File: config.mk
export PLATFORM = sky130hd
export DESIGN_NAME = btn_debounce_flat
export DESIGN_NICKNAME = d
export VERILOG_FILES = /design/src/rtl/btn_debounce_pkg.sv /design/src/rtl/btn_debounce_if.sv /design/src/rtl/btn_debounce_ch.sv /design/src/rtl/btn_debounce.sv /design/src/flat_wrapper.sv
export SDC_FILE = /design/constraint.sdc
export NUM_CORES = 1
export LEC_CHECK = 0
export BUFFER_PORTS_ARGS = -buffer_cell sky130_fd_sc_hd__buf_2
export CAP_MARGIN = 5
export CORE_ASPECT_RATIO = 0.9
export CORE_MARGIN = 5
export CORE_UTILIZATION = 49
export CTS_BUF_LIST = sky130_fd_sc_hd__clkbuf_8 sky130_fd_sc_hd__clkbuf_16
export DETAILED_ROUTE_END_ITERATION = 12
export MAX_ROUTING_LAYER = met4
export PLACE_DENSITY = 0.75
export SLEW_MARGIN = 20
export SYNTH_ARGS = -nofsm -noshare
export SYNTH_HDL_FRONTEND = slang
export SYNTH_SLANG_ARGS = --single-unit
export TNS_END_PERCENT = 1
File: constraint.sdc
create_clock -name clk -period 1.3 [get_ports clk]
set_input_delay 0.065 -clock clk [delete_from_list [all_inputs] [get_ports clk]]
set_output_delay 0.065 -clock clk [all_outputs]
set_load 0.05 [all_outputs]
File: src/rtl/btn_debounce_pkg.sv
// Shared types and constants for the push-button input conditioner.
package btn_debounce_pkg;

   // Per-channel debounce FSM: stable levels plus one arming state per direction.
   typedef enum logic [1:0] {
      LOW    = 2'd0,
      ARM_HI = 2'd1,
      HIGH   = 2'd2,
      ARM_LO = 2'd3
   } db_state_e;

   localparam int CH_DOWN = 0;
   localparam int CH_CLR  = 1;

endpackage

File: src/rtl/btn_debounce_if.sv
// Bundle between the board pins and the counter: raw buttons in, clean levels/pulses out.
interface btn_debounce_if #(
   parameter int N_BTN = 2
);
   // There is no valid/ready pairing: btn_raw is a free-running level sampled on every
   // rising clock edge, and every output is a registered level or a one-cycle pulse.
   logic [N_BTN-1:0]   btn_raw;
   logic [N_BTN-1:0]   btn_level;
   logic [N_BTN-1:0]   btn_rise;
   logic [N_BTN-1:0]   btn_fall;
   logic [2*N_BTN-1:0] dbg_state;

   modport master (
      output btn_raw,
      input  btn_level,
      input  btn_rise,
      input  btn_fall,
      input  dbg_state
   );

   modport slave (
      input  btn_raw,
      output btn_level,
      output btn_rise,
      output btn_fall,
      output dbg_state
   );
endinterface

File: src/rtl/btn_debounce_ch.sv
// One debounce channel: 2-flop synchroniser, stability-counting FSM, registered outputs.
module btn_debounce_ch
   import btn_debounce_pkg::*;
#(
   parameter int DB_CYCLES = 16
) (
   input  logic      clk,
   input  logic      res,
   input  logic      raw,
   output logic      level,
   output logic      rise,
   output logic      fall,
   output db_state_e state
);

   localparam int CNT_W = $clog2(DB_CYCLES + 1);

   logic             meta;
   logic             sync;
   logic [CNT_W-1:0] cnt;
   logic [CNT_W-1:0] cnt_inc;
   logic             cnt_done;

   always_ff @(posedge clk or negedge res) begin
      if (!res) begin
         meta <= 1'b0;
         sync <= 1'b0;
      end else begin
         meta <= raw;
         sync <= meta;
      end
   end

   // cnt is cleared on every state exit, so cnt_inc never passes DB_CYCLES.
   assign cnt_inc  = cnt + CNT_W'(1);
   assign cnt_done = (cnt_inc == CNT_W'(DB_CYCLES));

   always_ff @(posedge clk or negedge res) begin
      if (!res) begin
         state <= LOW;
         cnt   <= '0;
         level <= 1'b0;
         rise  <= 1'b0;
         fall  <= 1'b0;
      end else begin
         rise <= 1'b0;
         fall <= 1'b0;
         case (state)
            LOW: begin
               if (sync) begin
                  state <= ARM_HI;
                  cnt   <= CNT_W'(1);
               end
            end
            ARM_HI: begin
               if (!sync) begin
                  state <= LOW;
                  cnt   <= '0;
               end else if (cnt_done) begin
                  state <= HIGH;
                  cnt   <= '0;
                  level <= 1'b1;
                  rise  <= 1'b1;
               end else begin
                  cnt <= cnt_inc;
               end
            end
            HIGH: begin
               if (!sync) begin
                  state <= ARM_LO;
                  cnt   <= CNT_W'(1);
               end
            end
            ARM_LO: begin
               if (sync) begin
                  state <= HIGH;
                  cnt   <= '0;
               end else if (cnt_done) begin
                  state <= LOW;
                  cnt   <= '0;
                  level <= 1'b0;
                  fall  <= 1'b1;
               end else begin
                  cnt <= cnt_inc;
               end
            end
            default: begin
               state <= LOW;
               cnt   <= '0;
            end
         endcase
      end
   end

   a_no_rise_and_fall: assert property (@(posedge clk) disable iff (!res) !(rise && fall));
   a_rise_one_cycle:   assert property (@(posedge clk) disable iff (!res) rise |=> !rise);
   a_fall_one_cycle:   assert property (@(posedge clk) disable iff (!res) fall |=> !fall);
   a_cnt_bounded:      assert property (@(posedge clk) disable iff (!res) cnt <= CNT_W'(DB_CYCLES));

endmodule

File: src/rtl/btn_debounce.sv
// N_BTN independent debounce channels feeding the up-down counter's down/clear inputs.
module btn_debounce
   import btn_debounce_pkg::*;
#(
   parameter int N_BTN     = 2,
   parameter int DB_CYCLES = 16
) (
   input logic            clk,
   input logic            res,
   btn_debounce_if.slave  bus
);

   logic [N_BTN-1:0]   level_v;
   logic [N_BTN-1:0]   rise_v;
   logic [N_BTN-1:0]   fall_v;
   logic [2*N_BTN-1:0] state_v;

   for (genvar i = 0; i < N_BTN; i++) begin : g_ch
      db_state_e st;

      btn_debounce_ch #(
         .DB_CYCLES (DB_CYCLES)
      ) u_ch (
         .clk   (clk),
         .res   (res),
         .raw   (bus.btn_raw[i]),
         .level (level_v[i]),
         .rise  (rise_v[i]),
         .fall  (fall_v[i]),
         .state (st)
      );

      assign state_v[2*i +: 2] = st;
   end

   assign bus.btn_level = level_v;
   assign bus.btn_rise  = rise_v;
   assign bus.btn_fall  = fall_v;
   assign bus.dbg_state = state_v;

endmodule

File: src/flat_wrapper.sv
// flat-port wrapper written by rule: the top's interface ports become plain ports
module btn_debounce_flat import btn_debounce_pkg::*;
#(
   parameter int N_BTN     = 2,
   parameter int DB_CYCLES = 16
)
  (clk, res, bus_btn_raw, bus_btn_level, bus_btn_rise, bus_btn_fall, bus_dbg_state);
  btn_debounce_if #(.N_BTN(N_BTN)) bus_i ();
  input logic clk;
  input logic res;
  input wire logic [$bits(bus_i.btn_raw)-1:0] bus_btn_raw;
  output wire logic [$bits(bus_i.btn_level)-1:0] bus_btn_level;
  output wire logic [$bits(bus_i.btn_rise)-1:0] bus_btn_rise;
  output wire logic [$bits(bus_i.btn_fall)-1:0] bus_btn_fall;
  output wire logic [$bits(bus_i.dbg_state)-1:0] bus_dbg_state;
  assign bus_i.btn_raw = bus_btn_raw;
  assign bus_btn_level = bus_i.btn_level;
  assign bus_btn_rise = bus_i.btn_rise;
  assign bus_btn_fall = bus_i.btn_fall;
  assign bus_dbg_state = bus_i.dbg_state;
  btn_debounce #(.N_BTN(N_BTN), .DB_CYCLES(DB_CYCLES)) u_core (.clk(clk), .res(res), .bus(bus_i));
endmodule
After elaboration in Yosys (flattened, before gate mapping)
Index checks and enable logic that the tools add are counted.

operators by class
  add/subtract/negate cells = 2
  equal/unequal tests = 24
  mux-type cells = 46
  reduce and logical (&&, ||, !) cells = 10

operators by type and width
  operator             number
  $mux 5               10
  $pmux 5 s4           2
  $mux 2               12
  $ne 2x2->1 const B   12
  $mux 1               18
  $pmux 2 s4           2
  $ne 3x3->1 const B   4
  $add 5x1->5 const B  2
  $eq 5x5->1 const B   2
  $reduce_and 5->1     2
  $eq 2x2->1 const B   4
  $reduce_and 4->1     2
  $eq 2x1->1 const B   2
  $logic_not 2->1      2
  $pmux 1 s2           2
  $reduce_and 2->1     2
  $reduce_bool 2->1    2

storage, ports and cells
  register bits = 24
  input port bits = 4
  logic and storage cells = 96

Logic depth before layout (Yosys ltp)
  depth after elaboration = 5
  gate-level depth with buffers = 5

Cells and area by module
Synthesis repeated with hierarchy kept, for this count alone.

second synthesis, totals
  cell total of the unflattened synthesis = 96
  area, all modules = 1107.3 um2

modules (own cells, without submodules)
  module                                  times used  cells an instance  area each (um2)  seq. area each (um2)
  btn_debounce_ch at u_core.g_ch[0].u_ch  1           47                 570.5            300.3
  btn_debounce_ch at u_core.g_ch[1].u_ch  1           49                 536.8            300.3

Least setup slack after synthesis
OpenSTA, ideal clock, no wires.

  kind = flip-flop to flip-flop
  start = reg (tool-made name)
  end = reg u_core.g_ch[1].u_ch.cnt[3]
  setup time = 121 ps
  arrival time = 1542 ps
  data required time = 1179 ps
  setup slack = -363 ps
  stages on the path, launching flop included = 6
  buffers on the path = 1
  cells stage by stage = dfrtp_1 xor2_1 and2_1 buf_4 a21o_1 a22o_1

RTL lines
  element               RTL line               source
  to (signal assigned)  btn_debounce_ch.sv:65  cnt <= cnt_inc;
  to (signal assigned)  btn_debounce_ch.sv:84  cnt <= cnt_inc;
  to (decl)             btn_debounce_ch.sv:20  logic [CNT_W-1:0] cnt;

Worst setup path after layout
  start = reg u_core.g_ch[0].u_ch.cnt[0]
  end = reg u_core.g_ch[0].u_ch.level

on the way
  cells in the longest elaborated chain, start to end = 4

RTL lines
  element                                RTL line               source
  from (decl)                            btn_debounce_ch.sv:20
  from (signal assigned)                 btn_debounce_ch.sv:65
  from (signal assigned)                 btn_debounce_ch.sv:84
  $add 5x1->5 (*)                        btn_debounce_ch.sv:35  assign cnt_inc = cnt + CNT_W'(1);
  $eq 5x5->1 (*)                         btn_debounce_ch.sv:36  assign cnt_done = (cnt_inc == CNT_W'(DB_CYCLES));
  $ne 2x2->1 (no source line)            -
  $reduce_and 5->1 (no source line) (*)  -
  to (signal assigned)                   btn_debounce_ch.sv:42  level <= 1'b0;
  to (signal assigned)                   btn_debounce_ch.sv:62  level <= 1'b1;
  to (signal assigned)                   btn_debounce_ch.sv:81  level <= 1'b0;
  to (decl)                              btn_debounce_ch.sv:10  output logic level,

Mark *: on every way between the ends. The rest lies on a longest branch, timed or not.
A chain may end at the register's enable or synchronous reset.

==> metrics <==
status=finished with violations; failing checks=negative setup slack; Synth area leaders=dfrtp_1 53%, buf_4 4.7%, nand2_1 3.3%; Ant. Diodes=0; Ports=14; DR pass1 iterations=4; Clock Latency Late Sink=0.27 ns; CTS Sinks=24; Clk network pwr share=0.392; Core Area=0.00218 mm²; initial antenna violation count=0; Psw=363 µW; worst vdd ir=around 1.4 mV; setup TNS=-0.169 ns; WP data required=1.46 ns; Tmin final=1.38 ns; final hold violation count=0; Reg power frac=0.490; vias in the first global route=906; Setup Slack @ Placement=-0.182 ns; total power=1.65 mW; Root Driver=clkbuf_8; Hold WC Path Type=in2async; P_int=1.29 mW; DP Cell Count=157; Crit. End Element=flop; die height=55.5 µm; Die W=60.5 µm; WP data arrival=1.54 ns; number of port buffers=13; Total GRT Usage=0.154; Rel. slew slack=0.657; synth warn=0; DR WL/cell=13.2 µm; share of layout cells above drive strength 1=0.407; total wire length=2200 µm; Seq/Total Area, Yosys=0.533; Routability Congestion=0.853; Reg clk slew, reported paths=approximately 0.08 ns; H-Tree Depth=1; aggregate global routing overflow=0; drc violations=0; Final setup viols=3; die area=0.00336 mm²; fin nets=147; first-pass GRT wire length=approximately 4000 µm; synth unique cells=33; flip-flop and latch area=a little over 600 µm²; Worst Skew=0.00308 ns; LEAKAGE=0.704 nW; Layout area overhead=33.1%; WS Path Type=reg2reg; final worst setup slack=-0.0777 ns; final period utilization=1.06; Worst Max-Slew Pin Slew=0.514 ns; Synth top area share=0.533; Max Cap Viol=0; CP max-delay cell=dfrtp_1; fmax=0.726 GHz; CP Cell Sequence=ha_2 -> and2_4 -> nand2_4 -> or2_1 -> a211o_1; Mapped Area=approximately 0.0011 mm²; post-route ant nets=0; RSZ-0062 raised after global routing=yes; Vias per Instance=5.14; post-synth top area cell=dfrtp_1; worst-path maximum fanout=3; critical path's largest stage delay=0.39 ns; Fillers=169; row cnt=16; switch share=0.220; CTS tree=yes; flops & latches, synth=24; Clock Path Buffers=2; DR iter-0 viols=8; Mapped Cells=105; Mean Syn Cell Area=10.7 µm²; initial core utilization=0.516; Startpoint Class=flop; cts bufs inserted=3; area occupied by multi-input gates=514 µm²; Max Slew Vio Count=0; HPWL Detailed=1610 µm; routed via count=about 860; pwr dens=1100 mW/mm²; final cell count without fillers=167; Post-Syn Nets=about 110; largest net degree at the start of global routing=25; proportion of power drawn by combinational gates=0.119
-- cell usage in the layout, fill, tap and decap left out, types with 2 or more instances in the layout --
master and n:
buf_2 13, nand2_1 9, and2_4 2, inv_1 2, a211o_1 2, buf_4 23, dfrtp_1 21, nand3_1 6
clkbuf_8 3, nor2_1 6, a21boi_0 2, o21ai_1 2, a22o_1 2, xor2_1 2, o211ai_1 2, a21oi_1 3
dfrtp_2 3, a21o_1 2, o21ai_0 6, xnor2_1 2, dlygate4sd3_1 3, ha_2 2
-- final cells by class --
| class | instances | share of cell area |
|---|---|---|
| sequential | 24 | 0.403 |
| multi-input combinational | 71 | 0.343 |
| timing repair buffer | 39 | 0.179 |
| clock buffer | 3 | 0.0275 |
| tap | 27 | 0.0225 |
| clock inverter | 1 | 0.0200 |
| inverter | 2 | 0.00501 |
-- layer usage --
layer,track usage,vias to the layer above,part of all wire
met5,-,-,0
met4,0.0372,0,0.011
met3,0.0350,3,0.054
met2,0.252,21,0.49
met1,0.193,400,0.44
li1,-,434,-
-- sequential cells by signal (all words and copies together) (netlist names), named ones only --
register / count
u_core.g_ch.u_ch.sync: 2
u_core.g_ch.u_ch.rise: 2
u_core.g_ch.u_ch.level: 2
u_core.g_ch.u_ch.cnt: 10
u_core.g_ch.u_ch.state: 2
u_core.g_ch.u_ch.fall: 2
u_core.g_ch.u_ch.meta: 2
-- cell usage after synthesis --
master	number
dfrtp_1	24
nand2_1	10
buf_4	7
nand3_1	7
o21ai_0	7
nor2_1	6
a21oi_1	3
and2_1	3
xor2_1	3
a211o_1	2
a21boi_0	2
a21o_1	2
a22o_1	2
ha_1	2
inv_1	2
mux2i_1	2
nor2b_1	2
nor4_2	2
o211ai_1	2
xnor2_1	2
a21oi_2	1
a32oi_1	1
and2b_1	1
and3_1	1
and3_2	1
and4b_1	1
clkbuf_2	1
nand3b_1	1
nor3b_1	1
o21ai_1	1
o22ai_1	1
or2_0	1
or2_4	1
-- power groups by stage --
stage	Clock, mW	Combinational (mW)	Sequential (mW)
4_1_cts	0.667	0.193	0.806
3_3_place_gp	0	0.168	0.816
5_1_grt	0.690	0.220	0.811
2_1_floorplan	0	0.0733	0.831
3_5_place_dp	0	0.174	0.818
6_report	0.646	0.196	0.807
-- through the flow --
stage	area (µm²)	utilization	hold WS, ns
2_1_floorplan	1140	-	-0.231
3_3_place_gp	1330	0.609	0.0715
4_1_cts	1480	0.678	0.311
3_5_place_dp	1330	0.609	0.0715
5_1_grt	1500	0.687	0.366
6_report	1500	0.687	0.294
-- worst max-delay path, delay by kind of cell (launching register included) --
kind | cells | cell delay [ns]
fa+ha+maj | 1 | 0.19
compound gates | 1 | 0.25
flops | 1 | 0.39
simple gates | 3 | 0.43
-- repair_timing --
action | 4_1_cts | 5_1_grt
setup endpoints to repair | 5 | 11
pin swaps | 9 | 4
endpoints found under the hold margin | 26 | 0
hold buffers | 3 | 0
buffers inserted | 3 | 0
resized for setup | 9 | 4
-- final timing paths --
check	startpoint	slack (ns)	cells after the start	end
worst min-delay path	res	0.29	2	u_core.g_ch[1].u_ch.sync
worst max-delay path	u_core.g_ch[0].u_ch.cnt[0]	-0.08	5	u_core.g_ch[0].u_ch.level
worst min register to register	u_core.g_ch[0].u_ch.meta	0.36	0	u_core.g_ch[0].u_ch.sync
worst max register to register	u_core.g_ch[0].u_ch.cnt[0]	-0.08	5	u_core.g_ch[0].u_ch.level
min in group clk	u_core.g_ch[0].u_ch.meta	0.36	0	u_core.g_ch[0].u_ch.sync
max in group asynchronous	res	0.63	2	asynchronous set/reset pin
-- logic make-up after synthesis --
| kind of cell | share of synthesized area |
|---|---|
| AOI/OAI and AO/OA | 0.141 |
| and+or+nand+nor | 0.189 |
| adders and majority gates | 0.0222 |
| DFF | 0.533 |
| xor gates and xnor gates | 0.0389 |
| muxes | 0.0178 |
| buffers and inverters | 0.0578 |
Power figures use the tool's default switching activity.
